==> config.mk <==
export PLATFORM = sky130hd
export DESIGN_NAME = db15_joy_tx
export DESIGN_NICKNAME = d
export VERILOG_FILES = /design/src/rtl/db15_joy_tx.sv
export SDC_FILE = /design/constraint.sdc
export NUM_CORES = 1
export LEC_CHECK = 0
export ABC_AREA = 1
export BUFFER_PORTS_ARGS = -buffer_cell sky130_fd_sc_hd__buf_2
export CORE_MARGIN = 3
export CORE_UTILIZATION = 50
export CTS_CLUSTER_DIAMETER = 30
export DETAILED_ROUTE_END_ITERATION = 6
export HOLD_SLACK_MARGIN = 0.03
export MAX_ROUTING_LAYER = met4
export PLACE_DENSITY = 0.71
export SYNTH_ARGS = -nofsm -noshare
export SYNTH_HDL_FRONTEND = slang
export SYNTH_SLANG_ARGS = --single-unit
==> constraint.sdc <==
create_clock -name clk -period 1.6 [get_ports clk]
set_input_delay 0.16 -clock clk [delete_from_list [all_inputs] [get_ports clk]]
set_output_delay 0.16 -clock clk [all_outputs]
set_load 0.03 [all_outputs]
==> src/rtl/db15_joy_tx.sv <==
// DB15 joystick serial responder: emulates the adapter's PISO chain,
// shifting two 12-bit button words out under an external load/clock.
module db15_joy_tx #(
  parameter int TIMEOUT = 480000,
  parameter int CNT_W   = 20
) (
  input  logic        clk,
  input  logic        reset,
  input  logic [11:0] joystick1,
  input  logic [11:0] joystick2,
  input  logic        joy_clk,
  input  logic        joy_load,
  output logic        joy_data,
  output logic [4:0]  bit_idx,
  output logic        frame_done,
  output logic        idle
);

  localparam logic [CNT_W-1:0] TO = CNT_W'(TIMEOUT);
  localparam logic [4:0] LAST = 5'd24;

  logic             clk_m_q, clk_s_q, clk_e_q;
  logic             load_m_q, load_s_q;
  logic [23:0]      sr_q, sr_d;
  logic [4:0]       bidx_q, bidx_d;
  logic             fd_q, fd_d;
  logic [CNT_W-1:0] cnt_q, cnt_d;
  logic             idle_q, idle_d;
  logic             rise;

  // Sync flops reset high so a line idling high never looks like an edge.
  always_ff @(posedge clk) begin
    if (reset) begin
      clk_m_q  <= 1'b1;
      clk_s_q  <= 1'b1;
      clk_e_q  <= 1'b1;
      load_m_q <= 1'b1;
      load_s_q <= 1'b1;
    end else begin
      clk_m_q  <= joy_clk;
      clk_s_q  <= clk_m_q;
      clk_e_q  <= clk_s_q;
      load_m_q <= joy_load;
      load_s_q <= load_m_q;
    end
  end

  assign rise = clk_s_q & ~clk_e_q;

  always_comb begin
    sr_d   = sr_q;
    bidx_d = bidx_q;
    fd_d   = 1'b0;
    cnt_d  = cnt_q;
    idle_d = 1'b0;
    if (!load_s_q) begin
      sr_d   = ~{joystick2, joystick1};
      bidx_d = 5'd0;
      cnt_d  = '0;
    end else begin
      if (cnt_q != TO)
        cnt_d = cnt_q + 1'b1;
      idle_d = (cnt_q == TO);
      if (rise) begin
        sr_d = {1'b1, sr_q[23:1]};
        if (bidx_q != LAST)
          bidx_d = bidx_q + 5'd1;
        fd_d = (bidx_q == 5'd23);
      end
    end
  end

  always_ff @(posedge clk) begin
    if (reset) begin
      sr_q   <= '1;
      bidx_q <= 5'd0;
      fd_q   <= 1'b0;
      cnt_q  <= '0;
      idle_q <= 1'b1;
    end else begin
      sr_q   <= sr_d;
      bidx_q <= bidx_d;
      fd_q   <= fd_d;
      cnt_q  <= cnt_d;
      idle_q <= idle_d;
    end
  end

  assign joy_data   = sr_q[0];
  assign bit_idx    = bidx_q;
  assign frame_done = fd_q;
  assign idle       = idle_q;

endmodule

==> impl_results.md, run 1 <==
* CTS tree: done
* #FFs+latches synth at 56
* Ant diodes at 0
* RSZ-0062 raised after global routing: false
* Num ports at 36
* H-tree lvl count at 2
* Mapped Area at 2590 um^2
* Post-detailed-route count of antenna-violating nets at 0
* Area leader, netlist: dfxtp_1
* Total Routed Length at 5.54 mm
* CTS Hold Bufs at 2
* Share of layout cells above drive strength 1 at 19.3%
* Largest net degree at the start of global routing at 27
* Final Hold Viols at 0
* Crit-path max FO at 5
* # Post-CTS Setup Buffers at 0
* Hold Crit Class: input pin to flop
* FILL cells at 437
* Cells after Synth at 341
* Mapped Avg Cell Area at 7.60 um^2
* Required @ worst endpoint at 1800 ps
* TritonRoute pass-1 iters at 4
* Endpoints failing setup at 0
* Final Worst Setup Slack at 177 ps
* Outcome: finished, final reports clean
* DP HPWL at 3.93 mm
* Power per cell area at 888 nW/um^2
* Initial antenna violation count at 0
* Leakage at 0.00117 uW
* First-pass GRT wire length at 9.18 mm
* Fin area at 2960 um^2
* # rows at 25
* WS Path Type: flop to flop
* Critical path arrival at 1630 ps
* Via density at 5.19
* Fin crit period at 1420 ps
* Synth top area cells: dfxtp_1 (43%), nand2_1 (13%), o2111ai_1 (7.8%)
* CP endpoint kind: flop
* Setup WS pre-CTS at 208 ps
* Distinct cells, synth at 28
* CTS max path bufs at 2
* Die W at 78.0 um
* Detailed router's first-iteration violation count at 171
* FFs w/ async S/R, synth at 0%
* Full die area at 6080 um^2
* Final net count at 410
* Wire length per cell at 12.4 um
* Relative slew slack at 52.9%
* Die H at 78.0 um
* Clk Latency, worst-skew pair at 310 ps
* Placer Congestion at 0.901
* Top post-synthesis cells by count: nand2_1 (91), dfxtp_1 (56), nor2_1 (29), inv_1 (26), o2111ai_1 (23)
* Crit share post-route at 88.9%
* Top-count cell post-synth: nand2_1
* Multi-input gate area at 1310 um^2
* Starting Density at 53.4%
* Vias in the first global route at 2052
* Number of enable flip-flop cells after synthesis at 0
* Area added between synthesis and finish at 14.2%
* CTS Sinks at 56
* Clk slew on worst S/H paths at 100 ps
* Fmax achieved at 0.703 GHz
* Number of vias in the routed layout at 2313
* Worst-margin pin slew at 701 ps
* Register area share after synthesis at 43.3%
* Yosys top cell area share at 43.3%
* Most used DFF post-synth: dfxtp_1
* Final Skew at 7.18 ps
* Drt drc at 0
* Post-Syn Nets at 373
* Total gr overflow at 0
* Gates resized, CTS repair at 0
* Syn. warnings at 0
* Worst VDD drop at 0.675 mV
* TritonCTS buffer count at 5
* CP Launch Type: flop
* Register Area at 1120 um^2
* Setup TNS at 0 ps
* Port Buf Inserts at 35
* Root Driver: clkbuf_8
* GRT Resource Usage Total at 19.0%
* DP Area at 2830 um^2
* Core Area at 4850 um^2
* Max-cap violations at 0
* Max Slew Vio Count at 0
==> state kept, by name, summed over array words and instances (netlist names) <==
name / count
bit_idx: 5
clk_e_q: 1
clk_m_q: 1
clk_s_q: 1
cnt_q: 20
frame_done: 1
idle: 1
load_m_q: 1
load_s_q: 1
sr_q: 24
==> layer usage <==
layer,share of wire (%),routed length [um],track usage [%]
met5,0,0,-
met4,0.69,38,4.90
met3,4.5,247,4.06
met2,46,2530,29.2
met1,49,2730,25.7
==> layout by cell type (no fill, tap or decap), types with 4 or more instances in the layout <==
| master | count |
|---|---|
| buf_2 | 35 |
| nand3_1 | 19 |
| inv_1 | 26 |
| nand4_1 | 8 |
| or2_2 | 5 |
| nor2_2 | 5 |
| nand2_2 | 6 |
| nor2_1 | 29 |
| nand2_1 | 91 |
| buf_4 | 4 |
| dfxtp_1 | 56 |
| o2111ai_1 | 23 |
| nor2_4 | 9 |
| o21ai_0 | 12 |
| nor3_1 | 6 |
| clkbuf_8 | 5 |
| a21oi_1 | 18 |
| ha_1 | 4 |
==> area by class of cell <==
class	instances	share of cell area, %
multi-input cells	246	44.3
flip-flops and latches	56	37.9
repair buffers	41	7.61
inverters	28	3.55
well taps	67	2.83
clock buffers	6	2.45
clock inverters	2	1.31
==> path summary, 6_finish.rpt <==
path / startpoint / to / slack, ps / depth (start not counted)
worst max-delay path: cnt_q[1] / cnt_q[12] / 180 / 6
worst max register to register: cnt_q[1] / cnt_q[12] / 180 / 6
worst min register to register: load_m_q / load_s_q / 420 / 1
worst min-delay path: joystick2[1] / sr_q[13] / 60 / 2
==> worst max-delay path, stage by stage (launching register included) <==
cell	delay [ps]
dfxtp_1	420
ha_1	270
nand2_1	110
nor2_2	180
nand3_1	110
o21ai_0	170
a21oi_1	50
==> metrics by stage <==
stage,cells,power (uW),hold WS (ps),utilization (%)
2_1_floorplan,341,1650,237,-
3_3_place_gp,436,1720,342,58.3
3_5_place_dp,436,1730,344,58.3
4_1_cts,446,2660,48.8,61.0
5_1_grt,446,2740,62.1,61.0
6_report,446,2630,58.5,61.0
==> report_power, final <==
part | leakage [uW] | switching (uW) | internal, uW
Sequential | 0.000458 | 33.9 | 1450
Combinational | 0.000657 | 125 | 90.4
Clock | 0.0000558 | 454 | 474
Total | 0.00117 | 613 | 2010
==> kinds of logic (layout without fill, tap and decap cells) <==
family          Yosys count  in the layout  share of synthesized area (%)
simple gates            183            183                           33.4
buf+inv                  39             77                           6.09
xor+xnor                  3              3                           1.01
compound gates           56             56                           14.3
fa+ha+maj                 4              4                           1.93
flops                    56             56                           43.3
(Power assumes the default switching activity.)
==> run 2: changes to the inputs <==
Settings changed: CORE_UTILIZATION 50 to 45, PLACE_DENSITY 0.71 to 0.65.
==> impl_results.md, run 2 (same netlist as run 1, synthesis figures left out) <==
* Starting Density at 48.5% (-4.9 points)
* Hold Path Depth at 2 (unchanged)
* Endpoints failing setup at 0 (unchanged)
* Final Hold Viols at 0 (unchanged)
* Post-detailed-route count of antenna-violating nets at 0 (unchanged)
* Drt drc at 0 (unchanged)
* Area added between synthesis and finish at 14.6%
* Post-Place Cells at 442 (+1.4%)
* Logic pwr share at 8.7% (+0.5 points)
* Crit-path most repeated cell: inv_1
* Wire length per cell at 12.2 um (-1.9%)
* GRT Resource Usage Total at 18.4% (-0.66 points)
* Vias in the first global route at 2029 (-1.1%)
* Most frequent cells in the layout: nand2_1 (91), dfxtp_1 (56), buf_2 (35)
* Ant diodes at 0 (unchanged)
* Relative slew slack at 72.0% (+19 points)
* Max Slew Vio Count at 0 (unchanged)
* R2R Path End: bit_idx[2]
* WS Path Type: flop to flop
* Number of vias in the routed layout at 2312 (-0.043%)
* Clk Latency, worst-skew pair at 310 ps (about the same)
* First-pass GRT wire length at 9.40 mm (+2.4%)
* Detailed router's first-iteration violation count at 105 (-39%)
* CTS Hold Bufs at 2 (unchanged)
* Gates resized, CTS repair at 0 (unchanged)
* Share of layout cells above drive strength 1 at 20.2% (+0.90 points)
* Power per cell area at 849 nW/um^2 (-4.4%)
* TritonRoute pass-1 iters at 4 (unchanged)
* Clk network pwr share at 32.5% (-2.8 points)
* Placer Congestion at 0.878 (-2.6%)
* CP endpoint kind: flop
* DP HPWL at 4.02 mm (+2.5%)
* CTS max path bufs at 2 (unchanged)
* Full die area at 6700 um^2 (+10%)
* Final Skew at 6.96 ps (-0.215 ps)
* # Post-CTS Setup Buffers at 0 (unchanged)
* Worst VDD drop at 0.566 mV (-16%)
* Busiest grt layer: met1
* Fmax achieved at 0.730 GHz (+3.9%)
* Max stage delay cell, worst path: dfxtp_1
* Hold path startpoint: joystick1[11]
* Most common cell after layout, fill and taps aside: nand2_1
* Post-Layout Cell Count at 452 (+1.3%)
* Num ports at 36 (unchanged)
* Initial antenna violation count at 0 (unchanged)
* Port Buf Inserts at 35 (unchanged)
* Reg power frac at 58.8% (+2.3 points)
* H-tree lvl count at 2 (unchanged)
* Critical path arrival at 1610 ps (-20 ps)
* Max reg flops at 24 (unchanged)
* Top reg by flops: sr_q
* Largest net degree at the start of global routing at 26 (-3.7%)
* Clk slew on worst S/H paths at 110 ps (about the same)
* Crit share post-route at 85.6% (-3.3 points)
* CP Launch Type: flop
* Met3 Usage GRT at 3.62% (-0.44 points)
* Final net count at 413 (+0.73%)
* Met1 usage at 26.5% (+0.79 points)
* Max-cap violations at 0 (unchanged)
* Root Driver: clkbuf_8
* Fin crit period at 1370 ps (-53.4 ps)
* CP max stage delay at 380 ps (-40 ps)
* Required @ worst endpoint at 1840 ps (+40 ps)
* Worst R2R Start: bit_idx[0]
* Sw Ratio at 25.9% (+2.6 points)
* Crit-path max FO at 8 (+3)
* Worst-margin pin slew at 420 ps (-282 ps)
* Total Routed Length at 5.51 mm (-0.61%)
* Outcome: finished, final reports clean
* Reg2Reg Depth at 7 (+1)
* CTS Sinks at 56 (unchanged)
* GRT met2 Usage at 25.8% (-3.3 points)
* Total gr overflow at 0 (unchanged)
* Crit-path cells: inv_1 > ha_1 > nand4_1 > nand2_1 > o21ai_0 > inv_1 > nor3_1
* Sw Pwr at 653 uW (+6.5%)
* Hold Crit Class: input pin to flop
* Setup TNS at 0 ps (unchanged)
* CTS tree: done
* Worst R2R Setup Slack at 230 ps (+50 ps)
* Hold endpoint: sr_q[11]
* RSZ-0062 raised after global routing: false
* TritonCTS buffer count at 5 (unchanged)
* Die H at 81.9 um (+5.0%)
* # rows at 26 (+4.0%)
* Core Area at 5340 um^2 (+10%)
* Die W at 81.9 um (+5.0%)
* Via density at 5.12 (-1.4%)
* Leakage at 0.00118 uW (+0.43%)
* Internal at 1870 uW (-7.3%)
run 2: worst max path at each step:
stage	start	endpoint	slack, ps	cells past startpoint
floorplan	bit_idx[0]	bit_idx[3]	160	8
global placement	bit_idx[0]	bit_idx[2]	300	7
detailed placement	cnt_q[0]	cnt_q[1]	270	7
CTS	bit_idx[0]	bit_idx[2]	240	7
global route	bit_idx[0]	bit_idx[2]	40	7
finish	bit_idx[0]	bit_idx[2]	230	7
run 2: worst max-delay path, delay by kind of cell, from the launching register on:
kind                     cells  cell delay, ps
AND/OR/NAND/NOR              3             390
flip-flops                   1             380
buffers and inverters        2             140
AO/OA/AOI/OAI                1             190
adder cells (fa/ha/maj)      1             200
run 2: area by class of cell:
class	count	area (um^2)
Sequential cell	56	1120
Multi-Input combinational cell	246	1310
Timing Repair Buffer	44	248
Clock buffer	5	68.8
Inverter	28	105
Tap cell	70	87.6
Fill cell	540	2370
Clock inverter	3	27.5
run 2: power by group through the flow:
stage / clock network, uW / logic (uW) / registers (uW)
detailed placement: 0 / 219 / 1510
global placement: 0 / 215 / 1510
global route: 906 / 254 / 1490
CTS: 848 / 223 / 1480
floorplan: 0 / 135 / 1520
finish: 818 / 220 / 1480
run 2: routing by layer:
layer	vias up	share of wire, %	routed length, um
met5	-	0	0
met4	0	1.1	61
met3	5	4.7	258
met2	53	41	2260
met1	1032	53	2930
li1	1222	-	-
run 2: metrics by stage:
step	hold slack, ps	utilization, %	total power (uW)	worst slack (ps)	area (um^2)
2_1_floorplan	237	-	1650	158	2590
3_3_place_gp	343	53.5	1730	303	2850
3_5_place_dp	346	53.5	1730	265	2850
4_1_cts	40.9	55.7	2550	240	2970
5_1_grt	49.7	55.7	2650	40.4	2970
6_report	51.3	55.7	2520	231	2970
